<file path="src/rtl/calc_key_pkg.sv">
// Shared keypad definitions: key code type, operator code constants and the
// keypad index -> calculator code map used when KEY_MAP_EN is defined.
package calc_key_pkg;

   typedef logic [3:0] key_code_t;

   localparam key_code_t KEY_ADD = 4'hA;
   localparam key_code_t KEY_SUB = 4'hB;
   localparam key_code_t KEY_MUL = 4'hC;
   localparam key_code_t KEY_DIV = 4'hD;
   localparam key_code_t KEY_EQ  = 4'hE;
   localparam key_code_t KEY_CLR = 4'hF;

   // Row-major 4x4 keypad layout: 1 2 3 + / 4 5 6 - / 7 8 9 * / C 0 = /
   function automatic key_code_t key_map(input logic [3:0] idx);
      key_code_t code;
      case (idx)
         4'd0:    code = 4'h1;
         4'd1:    code = 4'h2;
         4'd2:    code = 4'h3;
         4'd3:    code = KEY_ADD;
         4'd4:    code = 4'h4;
         4'd5:    code = 4'h5;
         4'd6:    code = 4'h6;
         4'd7:    code = KEY_SUB;
         4'd8:    code = 4'h7;
         4'd9:    code = 4'h8;
         4'd10:   code = 4'h9;
         4'd11:   code = KEY_MUL;
         4'd12:   code = KEY_CLR;
         4'd13:   code = 4'h0;
         4'd14:   code = KEY_EQ;
         default: code = KEY_DIV;
      endcase
      return code;
   endfunction

endpackage

</file>
<file path="src/rtl/key_event_encoder_if.sv">
// Keypad event bus: scanner pulses in, buffered key codes out over
// valid/ready, plus level and sticky overflow status.
// master = encoder side, slave = calculator core / scanner side.
interface key_event_encoder_if #(
   parameter int ADDR_W = 2
);
   import calc_key_pkg::*;

   logic [15:0]     key_pulse;
   key_code_t       key_code;
   logic            key_valid;
   logic            key_ready;
   logic [ADDR_W:0] fifo_level;
   logic            overflow;
   logic            ovf_clr;

   modport master (
      input  key_pulse,
      input  key_ready,
      input  ovf_clr,
      output key_code,
      output key_valid,
      output fifo_level,
      output overflow
   );

   modport slave (
      output key_pulse,
      output key_ready,
      output ovf_clr,
      input  key_code,
      input  key_valid,
      input  fifo_level,
      input  overflow
   );

endinterface

</file>
<file path="src/rtl/key_code_fifo.sv">
// Synchronous FIFO of key codes with occupancy output. Pointers carry one
// extra wrap bit so full and empty are distinguishable without a counter.
module key_code_fifo
   import calc_key_pkg::*;
#(
   parameter int DEPTH  = 4,
   parameter int ADDR_W = 2
) (
   input  logic            clk,
   input  logic            rst_n,
   input  logic            wr_en,
   input  key_code_t       wr_data,
   input  logic            rd_en,
   output key_code_t       rd_data,
   output logic            empty,
   output logic            full,
   output logic [ADDR_W:0] level
);

   localparam logic [ADDR_W:0] PTR_ONE = (ADDR_W+1)'(1);

   key_code_t       mem [DEPTH];
   logic [ADDR_W:0] wr_ptr;
   logic [ADDR_W:0] rd_ptr;
   logic            do_wr;
   logic            do_rd;

   assign full    = (wr_ptr[ADDR_W] != rd_ptr[ADDR_W]) &&
                    (wr_ptr[ADDR_W-1:0] == rd_ptr[ADDR_W-1:0]);
   assign empty   = (wr_ptr == rd_ptr);
   assign level   = wr_ptr - rd_ptr;
   assign do_wr   = wr_en & ~full;
   assign do_rd   = rd_en & ~empty;
   assign rd_data = mem[rd_ptr[ADDR_W-1:0]];

   // Storage is cleared on reset so the head reads 0 while empty.
   always_ff @(posedge clk or negedge rst_n) begin
      if (!rst_n) begin
         wr_ptr <= '0;
         rd_ptr <= '0;
         for (int i = 0; i < DEPTH; i++) mem[i] <= '0;
      end else begin
         if (do_wr) begin
            mem[wr_ptr[ADDR_W-1:0]] <= wr_data;
            wr_ptr                  <= wr_ptr + PTR_ONE;
         end
         if (do_rd) rd_ptr <= rd_ptr + PTR_ONE;
      end
   end

endmodule

</file>
<file path="src/rtl/key_event_encoder.sv">
// Keypad event encoder: latches one-clock key pulses into a pending vector,
// drains it lowest index first into a key code FIFO, one code per cycle.
// Build option: define KEY_MAP_EN to store calculator codes instead of raw
// key indices.
module key_event_encoder
   import calc_key_pkg::*;
#(
   parameter int FIFO_DEPTH = 4,
   parameter int ADDR_W     = 2
) (
   input  logic                clk,
   input  logic                rst_n,
   key_event_encoder_if.master bus
);

   logic [15:0] pending;
   logic [15:0] grant;
   logic [3:0]  grant_idx;
   key_code_t   wr_code;
   logic        fifo_full;
   logic        fifo_empty;
   logic        ovf_event;

   // Lowest pending key wins; nothing is granted while the FIFO is full so
   // the bit simply waits in pending.
   always_comb begin
      grant = '0;
      if (!fifo_full) grant = pending & (~pending + 16'd1);
   end

   // Index of the lowest pending bit (only used when grant is non-zero).
   always_comb begin
      grant_idx = '0;
      for (int i = 15; i >= 0; i--) begin
         if (pending[i]) grant_idx = 4'(i);
      end
   end

`ifdef KEY_MAP_EN
   assign wr_code = key_map(grant_idx);
`else
   assign wr_code = grant_idx;
`endif

   // A repeat press of a key still waiting in pending is merged and flagged.
   assign ovf_event = |(bus.key_pulse & pending & ~grant);

   // Pending vector: retire the granted bit, absorb new pulses.
   always_ff @(posedge clk or negedge rst_n) begin
      if (!rst_n) pending <= '0;
      else        pending <= (pending & ~grant) | bus.key_pulse;
   end

   // Sticky overflow; a new event in the clearing cycle keeps it set.
   always_ff @(posedge clk or negedge rst_n) begin
      if (!rst_n)         bus.overflow <= 1'b0;
      else if (ovf_event) bus.overflow <= 1'b1;
      else if (bus.ovf_clr) bus.overflow <= 1'b0;
   end

   key_code_fifo #(
      .DEPTH  (FIFO_DEPTH),
      .ADDR_W (ADDR_W)
   ) u_fifo (
      .clk     (clk),
      .rst_n   (rst_n),
      .wr_en   (|grant),
      .wr_data (wr_code),
      .rd_en   (bus.key_ready),
      .rd_data (bus.key_code),
      .empty   (fifo_empty),
      .full    (fifo_full),
      .level   (bus.fifo_level)
   );

   assign bus.key_valid = ~fifo_empty;

endmodule

</file>
<file path="src/flat_wrapper.sv">
// flat-port wrapper written by rule: the top's interface ports become plain ports
module key_event_encoder_flat import calc_key_pkg::*;
#(
   parameter int FIFO_DEPTH = 4,
   parameter int ADDR_W     = 2
)
  (clk, rst_n, bus_key_pulse, bus_key_ready, bus_ovf_clr, bus_key_code, bus_key_valid, bus_fifo_level, bus_overflow);
  key_event_encoder_if #(.ADDR_W(ADDR_W)) bus_i ();
  input  logic clk;
  input  logic rst_n;
  input wire logic [$bits(bus_i.key_pulse)-1:0] bus_key_pulse;
  input wire logic [$bits(bus_i.key_ready)-1:0] bus_key_ready;
  input wire logic [$bits(bus_i.ovf_clr)-1:0] bus_ovf_clr;
  output wire logic [$bits(bus_i.key_code)-1:0] bus_key_code;
  output wire logic [$bits(bus_i.key_valid)-1:0] bus_key_valid;
  output wire logic [$bits(bus_i.fifo_level)-1:0] bus_fifo_level;
  output wire logic [$bits(bus_i.overflow)-1:0] bus_overflow;
  assign bus_i.key_pulse = bus_key_pulse;
  assign bus_i.key_ready = bus_key_ready;
  assign bus_i.ovf_clr = bus_ovf_clr;
  assign bus_key_code = bus_i.key_code;
  assign bus_key_valid = bus_i.key_valid;
  assign bus_fifo_level = bus_i.fifo_level;
  assign bus_overflow = bus_i.overflow;
  key_event_encoder #(.FIFO_DEPTH(FIFO_DEPTH), .ADDR_W(ADDR_W)) u_core (.clk(clk), .rst_n(rst_n), .bus(bus_i));
endmodule
</file>
<file path="config.mk">
export PLATFORM = sky130hd
export DESIGN_NAME = key_event_encoder_flat
export DESIGN_NICKNAME = d
export VERILOG_FILES = /design/src/rtl/calc_key_pkg.sv /design/src/rtl/key_event_encoder_if.sv /design/src/rtl/key_code_fifo.sv /design/src/rtl/key_event_encoder.sv /design/src/flat_wrapper.sv
export SDC_FILE = /design/constraint.sdc
export NUM_CORES = 1
export LEC_CHECK = 0
export ABC_AREA = 1
export BUFFER_PORTS_ARGS = -buffer_cell sky130_fd_sc_hd__buf_2
export CAP_MARGIN = 10
export CORE_MARGIN = 3
export CORE_UTILIZATION = 40
export DETAILED_ROUTE_END_ITERATION = 10
export RECOVER_POWER = 50
export REMOVE_ABC_BUFFERS = 1
export SLEW_MARGIN = 20
export SYNTH_ARGS = -nofsm -noshare
export SYNTH_HDL_FRONTEND = slang
export SYNTH_HIERARCHICAL = 1
export SYNTH_SLANG_ARGS = --single-unit
export TNS_END_PERCENT = 100
</file>
<file path="constraint.sdc">
create_clock -name clk -period 7.4 [get_ports clk]
set_input_delay 0.74 -clock clk [delete_from_list [all_inputs] [get_ports clk]]
set_output_delay 0.74 -clock clk [all_outputs]
set_load 0.01 [all_outputs]
</file>
Word-level counts from Yosys, hierarchy flattened. Index checks and enable logic that the tools add are counted.

Logic and storage cells: 61. Register bits after elaboration: 39. Output and inout bits: 9.

$add $sub $neg: 4. Order comparisons: 3. Equality and inequality tests: 3. Muxes and demuxes: 25. Reductions and logical operators: 5. Bitwise gates (word level): 13.

Operators by type and width (count): 4-bit two-way mux (19); 16-bit AND (4); 16-bit NOT (2); 16-bit OR reduction (2); 16-bit by 1-bit adder with 16-bit output, second input constant (1); 16-bit bitwise mux (1); 16-bit two-way mux (1); 16-bit OR (1); 4-bit binary-select mux with 2-bit select (1); 4-bit demux with 2-bit select (1); 3-bit by 1-bit adder with 3-bit output, second input constant (2); 3-bit >= comparator, second input constant (2); 2-bit NOT with 3-bit output (2); 3-bit == test (1); 3-bit by 1-bit < comparator with 1-bit output, second input constant (1); 3-bit subtractor (1); 1-bit AND (2); 2-bit == test (1); 1-bit logical AND (2); 1-bit two-way mux (2); 1-bit NOT (2); 2-bit nonzero test (1); 1-bit inequality test (1).

Depth between registers and ports, before layout. Gate-level depths: netlist of the first run.

Word-level depth: 17. Mapped depth: 18.

By module. The synthesis of the first run kept the hierarchy.

Modules (own cells, without submodules): key_code_fifo (cells an instance 146, times used 1, area each 1242.4 um2); key_event_encoder (cells an instance 159, times used 1, area each 1153.6 um2).

Least setup slack after synthesis of the first run. No wires, ideal clock.

Kind: flip-flop to flip-flop. From: register u_core.u_fifo.rd_ptr[1]. To: register u_core/u_fifo/mem[1] (netlist bit). Setup slack: 4.910 ns. Data arrival time: 2.373 ns. Period minus slack after synthesis: 2.490 ns. Cell stages (with the launch flop): 18. Cells stage by stage: dfrtp_1 > inv_1 > ha_1 > nand2_1 > inv_1 > nand3_4 > buf_8 > inv_1 > inv_1 > nand2_4 > inv_4 > nand3_2 > nand2_1 > a21oi_1 > nand4_1 > buf_2 > nand4_1 > nand2_1.

Word-level cells in the longest chain between the ends: 5. Elaborated cells between the ends (all ways): 6.

Ends and longest elaborated chain: start: declaration (line key_code_fifo.sv:24) `logic [ADDR_W:0] rd_ptr;`; start signal: assignment (line key_code_fifo.sv:47) `if (do_rd) rd_ptr <= rd_ptr + PTR_ONE;`; 2-bit == test (*) (line key_code_fifo.sv:29) `(wr_ptr[ADDR_W-1:0] == rd_ptr[ADDR_W-1:0]);`; 1-bit logical AND (*) (line key_code_fifo.sv:28) `assign full = (wr_ptr[ADDR_W] != rd_ptr[ADDR_W]) &&`; via u_core.fifo_full (line key_event_encoder.sv:20) `logic fifo_full;`; 16-bit two-way mux (line key_event_encoder.sv:28) `if (!fifo_full) grant = pending & (~pending + 16'd1);`; 16-bit OR reduction (line key_event_encoder.sv:67) `.wr_en (|grant),`; 1-bit AND (*) (line key_code_fifo.sv:32) `assign do_wr = wr_en & ~full;`; end signal: indexed assignment (line key_code_fifo.sv:44) `mem[wr_ptr[ADDR_W-1:0]] <= wr_data;`; end: declaration (line key_code_fifo.sv:22) `key_code_t mem [DEPTH];`.

The timed path passes the listed nets; every way through them passes the cells marked *. A chain may end at the register's enable or synchronous reset.

Worst setup path in the final report of the first run.
From: register u_core.u_fifo.rd_ptr[0]. To: register u_core/u_fifo/mem[15] (netlist bit).

The elaborated chain is that of the path after synthesis.

==> impl_metrics.py, run 1 <==
metrics = {
    "status": {
        "status": "finished with violations",
        "violations": "max-capacitance violations, max-slew violations",
    },
    "sta": {
        "fin_ws_ns": 3.89,
        "setup_violations": 0,
        "hold_violations": 0,
        "rsz0062_at_grt": "false",
        "hold_ws_ns": 0.482,
        "slew_headroom": -0.389,
        "min_period_over_period": 0.474,
        "drv_slew": 40,
        "period_minus_slack_ns": 3.51,
        "fmax_mhz": 285,
        "worstMarginPinSlew_ns": 2.08,
        "skew_ns": 0.00690,
        "fin_tns_setup_ns": 0,
    },
    "global_routing": {
        "gr-usage-all-layers": 0.163,
        "grt-ovfl-total": 0,
        "grt_pass1_vias": 1934,
        "grt_max_degree": 40,
        "grt_pass1_wl_um": 9180,
        "antenna_found_initial": 0,
    },
    "worst_setup_path": {
        "cp_cell_sequence": "ha_1 -> nand2_1 -> inv_1 -> nand3_4 -> inv_1 -> inv_1 -> nand2_4 -> inv_4 -> nand3_2 -> nand2_1 -> a21oi_1 -> nand4_1 -> nand3_1 -> nand2_1 -> nand2_1",
        "crit_family": "simple AND/OR/NAND/NOR gates",
        "cp_common_cell": "nand2_1",
        "critPathKind": "register to register",
        "end_kind": "register",
        "crit_slowest_cell": "nand4_1",
        "slowest_delay_ns": 0.73,
        "path_buf_inv": 4,
        "cp_data_arrival_time_ns": 3.74,
        "startpoint_type": "register",
        "required_ns": 7.63,
        "r2r_setup_slack_ns": 3.89,
        "cp_max_fo": 25,
    },
    "cells_and_area": {
        "final_nets": 363,
        "design_area_sq_mm": 0.00266,
        "drive_above_1_share": 0.188,
        "diodes": 0,
        "area_growth_pct": 11.1,
    },
    "synth": {
        "synth_top_cell_area_share": 0.407,
        "synthCells": 305,
        "ys_seq_elements": 39,
        "synth-xor-area-share": 0.00731,
        "synth_edf_count": 0,
        "synthTopCellsByCount": "nand2_1, dfrtp_1, inv_1",
        "synthMuxAreaShare": 0,
        "ys_seq_area_frac": 0.407,
        "yosysUniqueCellTypes": 36,
        "synth_compound_gate_area_share": 0.0924,
        "synth.most_common_cell": "nand2_1",
        "synth-simple-area-share": 0.362,
        "synth-warning-count": 6,
        "synthTopCellsByArea": "dfrtp_1, nand2_1, inv_1",
        "avgSynthCellArea_sq_um": 7.86,
        "synthArstFlopShare": 1.00,
        "syn-cell-area_sq_mm": 0.00240,
        "post-synth-top-area-cell": "dfrtp_1",
        "synth_top_family_by_area": "simple AND/OR/NAND/NOR gates",
        "synthAdderAreaFrac": 0.0449,
        "synth_flop_cell": "dfrtp_1",
    },
    "floorplan": {
        "core_area_sq_mm": 0.00564,
        "io_pins": 29,
        "die_h_um": 83.4,
        "die_area_sq_mm": 0.00695,
        "row_count": 27,
        "start_util": 0.425,
        "die_x_um": 83.4,
    },
    "routing": {
        "viasPerCell": 4.93,
        "wl_um": 5050,
        "route.vias.total": 2006,
        "antenna_left": 0,
        "wire_per_inst_um": 12.4,
        "first_iter_violations": 127,
        "first_pass_iters": 4,
        "drc": 0,
    },
    "placed_design": {
        "dpl_cell_area_sq_mm": 0.00258,
        "dp_hpwl_um": 3920,
        "io_buffers": 28,
        "pre_cts_ws_ns": 3.90,
        "gp_congestion": 0.809,
    },
    "clock_tree": {
        "cts_tree": "built",
        "h-tree-depth": 2,
        "numCtsBuffers": 5,
        "post_cts_buffers": 0,
        "root_buffer": "clkbuf_8",
        "clkTransAtPathRegs_ns": 0.08,
        "clock_latency_ns": 0.29,
        "clockBufferDepth": 2,
        "cts.sinks": 39,
        "hold_buffers": 0,
        "cts_resized": 0,
    },
    "flow_run": {
        "maxCapViolations": 1,
    },
    "pwr": {
        "power_density_mw_per_mm2": 325,
        "leakagePower_nw": 1.38,
        "irDropWorstVdd_v": 0.000152,
        "p_total_w": 0.000866,
    },
    "hold_path": {
        "hold_path_class": "register to register",
    },
}
## placed cells by master (no fill, tap or decap), drive strengths merged
cell     n
nor3     4
ha       7
clkinv   1
or2      2
clkbuf   8
o22ai    4
nand3b   1
o21a     2
inv     42
buf     26
o21ai   16
xor2     2
nand3   21
fa       1
a21oi    7
nand2   88
nor2    34
dfrtp   39
o21bai   3
a21boi   1
o41ai    1
a21o     3
nand4   22
## final timing paths
check / from / cells past startpoint / to
setup / recovery: u_core/u_fifo/rd_ptr[0]$_DFFE_PN0P_ / 15 / u_core/u_fifo/mem[15]$_DFFE_PN0P_
hold reg to reg: u_core/u_fifo/mem[7]$_DFFE_PN0P_ / 2 / u_core/u_fifo/mem[7]$_DFFE_PN0P_
max in group asynchronous: rst_n / 1 / u_core/pending[5]$_DFF_PN0_
min in group asynchronous: rst_n / 1 / u_core/u_fifo/mem[0]$_DFFE_PN0P_
hold / removal: u_core/u_fifo/mem[7]$_DFFE_PN0P_ / 2 / u_core/u_fifo/mem[7]$_DFFE_PN0P_
setup reg to reg: u_core/u_fifo/rd_ptr[0]$_DFFE_PN0P_ / 15 / u_core/u_fifo/mem[15]$_DFFE_PN0P_
## where the power goes
part	switching [W]	total (W)	internal [W]
Sequential	0.0000435	0.000298	0.000255
Combinational	0.000275	0.000420	0.000145
Clock	0.0000745	0.000148	0.0000732
## cell families after synthesis
family | count (synthesis)
buffers and inverters | 47
adder cells (fa/ha/maj) | 8
AO/OA/AOI/OAI | 37
AND/OR/NAND/NOR | 172
flip-flops | 39
XOR/XNOR | 2
## worst reg2reg max path, stage by stage, from the launching register on
cell and delay, ns:
dfrtp_1 0.50, ha_1 0.35, nand2_1 0.06, inv_1 0.10
nand3_4 0.23, inv_1 0.25, inv_1 0.16, nand2_4 0.13
inv_4 0.06, nand3_2 0.07, nand2_1 0.05, a21oi_1 0.11
nand4_1 0.73, nand3_1 0.48, nand2_1 0.10, nand2_1 0.07
## flip-flops by register name (all words and copies together) (netlist names)
name                  flops
u_core/bus.overflow       1
u_core/u_fifo/mem        16
u_core/pending           16
u_core/u_fifo/rd_ptr      3
u_core/u_fifo/wr_ptr      3
## cell type report
type / count / area (sq um)
clock inverters: 1 / 5.00
clock buffers: 6 / 82.6
flip-flops and latches: 39 / 976
fillers: 577 / 2980
well taps: 72 / 90.1
multi-input cells: 219 / 1210
repair buffers: 28 / 138
inverters: 42 / 160
## per-stage QoR
step,std cells,util
6_report,407,0.472
5_1_grt,407,0.472
4_1_cts,407,0.473
3_5_place_dp,400,0.458
3_3_place_gp,400,0.458
2_1_floorplan,300,-
## per-layer routing
metal	global-route usage	wire length, um
met4	0.0609	86
met5	0	0
met1	0.222	2510
met3	0.0407	186
met2	0.250	2270
No activity file was read; power rests on OpenSTA's default activity.
==> inputs of run 2 (changes only) <==
- clock period: 7.4 -> 3 ns (I/O delays scaled with it)
==> run 2 against run 1 <==
  * The flow still finishes with violations (max-capacitance violations, max-slew violations)
  * Sequential share of layout area is 0.38 points lower
  * Global-route usage up 0.44 points
  * Maximum frequency rose by 34%
  * Routed wire length rose by 5.2%
  * Core utilization up 0.49 points
  * Combinational power rose to 2.6 times the previous value
  * Sequential cell count unchanged
  * Via count up 2.8%
  * Critical path depth up 2
  * Die area unchanged
  * Critical endpoint is now u_core/u_fifo/mem[11]$_DFFE_PN0P_
==> impl_metrics.py, run 2 (synthesis gave the netlist of run 1 again) <==
metrics = {
    "clock_tree": {
        "numCtsBuffers": 5,
        "hold_buffers": 0,
        "cts_tree": "built",
        "cts.sinks": 39,
        "root_buffer": "clkbuf_8",
        "clockBufferDepth": 2,
        "clkTransAtPathRegs_ns": 0.08,
        "h-tree-depth": 2,
        "clock_latency_ns": 0.30,
        "cts_resized": 0,
        "post_cts_buffers": 0,
    },
    "cells_and_area": {
        "final_common_cell": "nand2_1",
        "final_cell_mix": "nand2_1, dfrtp_1, inv_1",
        "drive_above_1_share": 0.192,
        "diodes": 0,
        "area_growth_pct": 12.2,
        "reg_top3": "u_core/pending: 16 flops, u_core/u_fifo/mem: 16 flops",
        "fillers": 559,
        "final_nets": 365,
    },
    "status": {
        "status": "finished with violations",
        "violations": "max-capacitance violations, max-slew violations",
    },
    "worst_setup_path": {
        "startpoint_type": "register",
        "cp_data_arrival_time_ns": 2.85,
        "cp_max_fo": 24,
        "cp_cell_sequence": "inv_1 -> ha_1 -> nand2_1 -> inv_1 -> nand3_4 -> inv_1 -> inv_1 -> nand2_4 -> inv_4 -> nand3_2 -> nand2_1 -> a21oi_1 -> nand4_1 -> buf_4 -> nand3_1 -> nand2_1 -> nand2_1",
        "crit_slowest_cell": "dfrtp_1",
        "critPathKind": "register to register",
        "end_kind": "register",
        "required_ns": 3.24,
        "slowest_delay_ns": 0.44,
    },
    "routing": {
        "wl_um": 5310,
        "first_iter_violations": 127,
        "viasPerCell": 5.03,
        "route.vias.total": 2062,
        "wire_per_inst_um": 13.0,
        "drc": 0,
        "first_pass_iters": 4,
        "antenna_left": 0,
    },
    "sta": {
        "setup_violations": 0,
        "skew_ns": 0.0101,
        "slew_headroom": -0.444,
        "fin_tns_setup_ns": 0,
        "min_period_over_period": 0.870,
        "fin_ws_ns": 0.389,
        "fmax_mhz": 383,
        "period_minus_slack_ns": 2.61,
        "drv_slew": 40,
        "hold_violations": 0,
        "worstMarginPinSlew_ns": 2.17,
        "rsz0062_at_grt": "false",
    },
    "global_routing": {
        "grt_pass1_wl_um": 9510,
        "gr-usage-all-layers": 0.168,
        "grt_max_degree": 40,
        "grt-ovfl-total": 0,
        "grt_pass1_vias": 2007,
        "antenna_found_initial": 0,
    },
    "flow_run": {
        "maxCapViolations": 1,
    },
    "pwr": {
        "irDropWorstVdd_v": 0.000394,
        "leakagePower_nw": 1.39,
        "power_density_mw_per_mm2": 824,
        "p_total_w": 0.00222,
    },
    "placed_design": {
        "gp_congestion": 0.802,
        "dp_hpwl_um": 4130,
        "io_buffers": 28,
        "pre_cts_ws_ns": 0.395,
    },
    "floorplan": {
        "core_area_sq_mm": 0.00564,
        "start_util": 0.425,
        "die_h_um": 83.4,
        "die_x_um": 83.4,
        "row_count": 27,
        "die_area_sq_mm": 0.00695,
        "io_pins": 29,
    },
    "hold_path": {
        "hold_path_class": "primary input to register",
    },
}
## run 2: changes by cell type in the layout (fill, tap and decap cells not counted), sizes merged
cell | previous run | this run
buf | 26 | 28
clkinv | 1 | 0
clkbuf | 8 | 10
## run 2: worst max-delay path: cells and delay by family (launching register included)
family / cells / cell delay (ns)
buf+inv: 6 / 0.92
simple gates: 9 / 0.79
compound gates: 1 / 0.10
fa+ha+maj: 1 / 0.31
flops: 1 / 0.44
## run 2: layout make-up
type / count / area (sq um) / area share
clock buffer: 8 / 100 / 0.0372
multi-input combinational: 219 / 1210 / 0.450
sequential: 39 / 976 / 0.363
inverter: 42 / 160 / 0.0596
timing repair buffer: 30 / 153 / 0.0568
tap: 72 / 90.1 / 0.0335
## run 2: power by group
part,switching (W),leakage [nW],internal [W]
Clock,0.000190,0.0515,0.000210
Combinational,0.000695,0.900,0.000382
Sequential,0.000111,0.443,0.000629
## run 2: path summary, 6_finish.rpt
kind	start	endpoint	slack, ns	cells after the start
worst min register to register	u_core/u_fifo/mem[5]$_DFFE_PN0P_	u_core/u_fifo/mem[5]$_DFFE_PN0P_	0.48	2
worst max-delay path	u_core/u_fifo/rd_ptr[1]$_DFFE_PN0P_	u_core/u_fifo/mem[11]$_DFFE_PN0P_	0.39	17
min in group asynchronous	rst_n	u_core/pending[14]$_DFF_PN0_	0.63	1
worst min-delay path	bus_key_pulse[12]	u_core/pending[12]$_DFF_PN0_	0.19	3
worst max register to register	u_core/u_fifo/rd_ptr[1]$_DFFE_PN0P_	u_core/u_fifo/mem[11]$_DFFE_PN0P_	0.39	17
max in group asynchronous	rst_n	u_core/u_fifo/wr_ptr[0]$_DFFE_PN0P_	1.13	1
## run 2: metal layers
layer	GRT usage	vias up	part of all wire
met2	0.276	47	0.48
met5	0	-	0
met1	0.222	951	0.47
met4	0.0446	0	0.011
met3	0.0387	7	0.046
li1	-	1057	-
## run 2: stage by stage
stage               area, sq um  std cells  utilization  hold slack [ns]
floorplan                  2350        300            -          0.00441
finish                     2690        410        0.477            0.192
global placement           2600        402        0.460            0.458
CTS                        2700        410        0.478            0.157
global route               2690        410        0.477            0.199
detailed placement         2600        402        0.460            0.459
==> inputs of run 3 (changes only) <==
- SYNTH_HIERARCHICAL: 1 -> unset
==> run 3 against run 2 <==
  * The flow still finishes with violations (max-capacitance violations, max-slew violations)
  * Worst setup slack improved by 0.20 ns
  * Total power fell by 4.8%
  * Combinational power fell by 6%
  * Largest cell class unchanged
==> impl_metrics.py, run 3 <==
metrics = {
    "synth": {
        "synth_flop_cell": "dfrtp_1",
        "synthAdderAreaFrac": 0.0452,
        "synth_compound_gate_area_share": 0.120,
        "post-synth-top-area-cell": "dfrtp_1",
        "synthArstFlopShare": 1.00,
        "synth_edf_count": 0,
        "ys_seq_area_frac": 0.410,
        "avgSynthCellArea_sq_um": 7.91,
        "synth-warning-count": 0,
        "synth-simple-area-share": 0.324,
        "synth_top_cell_area_share": 0.410,
        "synth_top_family_by_area": "simple AND/OR/NAND/NOR gates",
        "ys_seq_elements": 39,
        "synthCells": 301,
        "synthTopCellsByArea": "dfrtp_1, nand2_1, inv_1",
        "synthTopCellsByCount": "nand2_1, dfrtp_1, inv_1, nor2_1, nand3_1",
        "synth.most_common_cell": "nand2_1",
        "synthMuxAreaShare": 0,
        "yosysUniqueCellTypes": 35,
        "syn-cell-area_sq_mm": 0.00238,
        "synth-xor-area-share": 0.0184,
    },
    "global_routing": {
        "antenna_found_initial": 0,
        "grt_pass1_vias": 1978,
        "grt-ovfl-total": 0,
        "grt_pass1_wl_um": 9430,
        "gr-usage-all-layers": 0.167,
        "grt_max_degree": 40,
    },
    "worst_setup_path": {
        "required_ns": 3.18,
        "r2r_end": "u_core.bus.overflow$_DFFE_PN0P_",
        "ff2ff_path_depth": 12,
        "cp_common_cell": "inv_1",
        "startpoint_type": "register",
        "crit_path_end": "u_core.bus.overflow$_DFFE_PN0P_",
        "slowest_delay_ns": 0.47,
        "r2r_setup_slack_ns": 0.59,
        "critPathKind": "register to register",
        "end_kind": "register",
        "cp_max_fo": 18,
        "crit_slowest_cell": "dfrtp_1",
        "startpoint": "u_core.u_fifo.rd_ptr[1]$_DFFE_PN0P_",
        "cp_cell_sequence": "inv_1 -> ha_1 -> nand2_1 -> inv_1 -> nand3_4 -> inv_1 -> o21ai_0 -> nor2_1 -> nor3_1 -> nand2_1 -> nor2_1 -> nand3_1",
        "cp_data_arrival_time_ns": 2.59,
        "r2r_start": "u_core.u_fifo.rd_ptr[1]$_DFFE_PN0P_",
    },
    "cells_and_area": {
        "fin_cells": 405,
        "final_common_cell": "nand2_1",
        "final_cell_mix": "nand2_1, dfrtp_1, inv_1",
        "fillers": 595,
        "area_growth_pct": 11.7,
        "drive_above_1_share": 0.213,
        "reg_top3": "u_core.pending: 16 flops, u_core.u_fifo.mem: 16 flops",
        "final_nets": 360,
        "diodes": 0,
    },
    "routing": {
        "first_iter_violations": 70,
        "wire_per_inst_um": 13.3,
        "route.vias.total": 2001,
        "first_pass_iters": 4,
        "antenna_left": 0,
        "wl_um": 5370,
        "viasPerCell": 4.94,
        "drc": 0,
    },
    "clock_tree": {
        "post_cts_buffers": 0,
        "h-tree-depth": 2,
        "clkTransAtPathRegs_ns": 0.09,
        "root_buffer": "clkbuf_8",
        "clockBufferDepth": 2,
        "cts_resized": 0,
        "cts.sinks": 39,
        "hold_buffers": 0,
        "numCtsBuffers": 5,
        "cts_tree": "built",
        "clock_latency_ns": 0.30,
    },
    "floorplan": {
        "die_h_um": 83.1,
        "io_pins": 29,
        "core_area_sq_mm": 0.00564,
        "row_count": 27,
        "die_area_sq_mm": 0.00691,
        "die_x_um": 83.1,
        "start_util": 0.422,
    },
    "sta": {
        "period_minus_slack_ns": 2.41,
        "hold_violations": 0,
        "fmax_mhz": 414,
        "rsz0062_at_grt": "false",
        "slew_headroom": -0.428,
        "hold_ws_ns": 0.190,
        "fin_ws_ns": 0.587,
        "fin_tns_setup_ns": 0,
        "worstMarginPinSlew_ns": 2.14,
        "min_period_over_period": 0.804,
        "setup_violations": 0,
        "skew_ns": 0.00973,
        "drv_slew": 40,
    },
    "pwr": {
        "power_density_mw_per_mm2": 793,
        "p_total_w": 0.00211,
        "leakagePower_nw": 1.32,
        "irDropWorstVdd_v": 0.000450,
    },
    "placed_design": {
        "io_buffers": 28,
        "placed_cells": 397,
        "dp_hpwl_um": 4180,
        "gp_congestion": 0.927,
        "pre_cts_ws_ns": 0.579,
    },
    "flow_run": {
        "maxCapViolations": 1,
    },
    "hold_path": {
        "hold_path_class": "primary input to register",
    },
    "status": {
        "status": "finished with violations",
        "violations": "max-capacitance violations, max-slew violations",
    },
}
run 3: final cells by class:
type	instances	area [sq um]	area share
Multi-Input combinational cell	216	1210	0.455
Sequential cell	39	976	0.367
Tap cell	72	90.1	0.0339
Clock buffer	5	68.8	0.0259
Inverter	42	158	0.0593
Clock inverter	3	20.0	0.00753
Timing Repair Buffer	28	138	0.0518
run 3: power breakdown:
group,internal (W),switching [W],leakage [nW]
clock,0.000162,0.000214,0.0402
sequential,0.000623,0.000100,0.440
combinational,0.000371,0.000639,0.836
total,0.00116,0.000953,1.32
run 3: critical path: cells and delay by family (launching register included):
family,cells,cell delay [ns]
buffers and inverters,3,0.34
DFF,1,0.47
AOI/OAI and AO/OA,1,0.29
and+or+nand+nor,7,0.89
adders and majority gates,1,0.29
run 3: per-layer routing:
metal / vias up / track usage / share of wire
met3: 9 / 0.0337 / 0.034
met5: - / 0 / 0
met4: 0 / 0.0490 / 0.014
met1: 925 / 0.223 / 0.48
met2: 36 / 0.272 / 0.47
li1: 1031 / - / -
run 3: worst min-delay path by stage:
stage	depth (start not counted)	end	start	slack (ns)
floorplan	0	u_core.bus.overflow$_DFFE_PN0P_	rst_n	0.004
global placement	1	u_core.u_fifo.rd_ptr[2]$_DFFE_PN0P_	rst_n	0.47
detailed placement	2	u_core.u_fifo.mem[3]$_DFFE_PN0P_	u_core.u_fifo.mem[3]$_DFFE_PN0P_	0.47
CTS	1	u_core.u_fifo.rd_ptr[2]$_DFFE_PN0P_	rst_n	0.16
global route	2	u_core.pending[8]$_DFF_PN0_	bus_key_pulse[8]	0.20
finish	2	u_core.pending[8]$_DFF_PN0_	bus_key_pulse[8]	0.19
run 3: through the flow:
step                      cell area, sq um   util
after global routing                  2660  0.471
after floorplan                       2340      -
after detailed placement              2570  0.456
after global placement                2570  0.456
final                                 2660  0.471
after CTS                             2660  0.472
run 3: logic make-up after synthesis:
family / count (synthesis)
fa+ha+maj: 8
flops: 39
simple gates: 156
compound gates: 47
buf+inv: 46
xor+xnor: 5
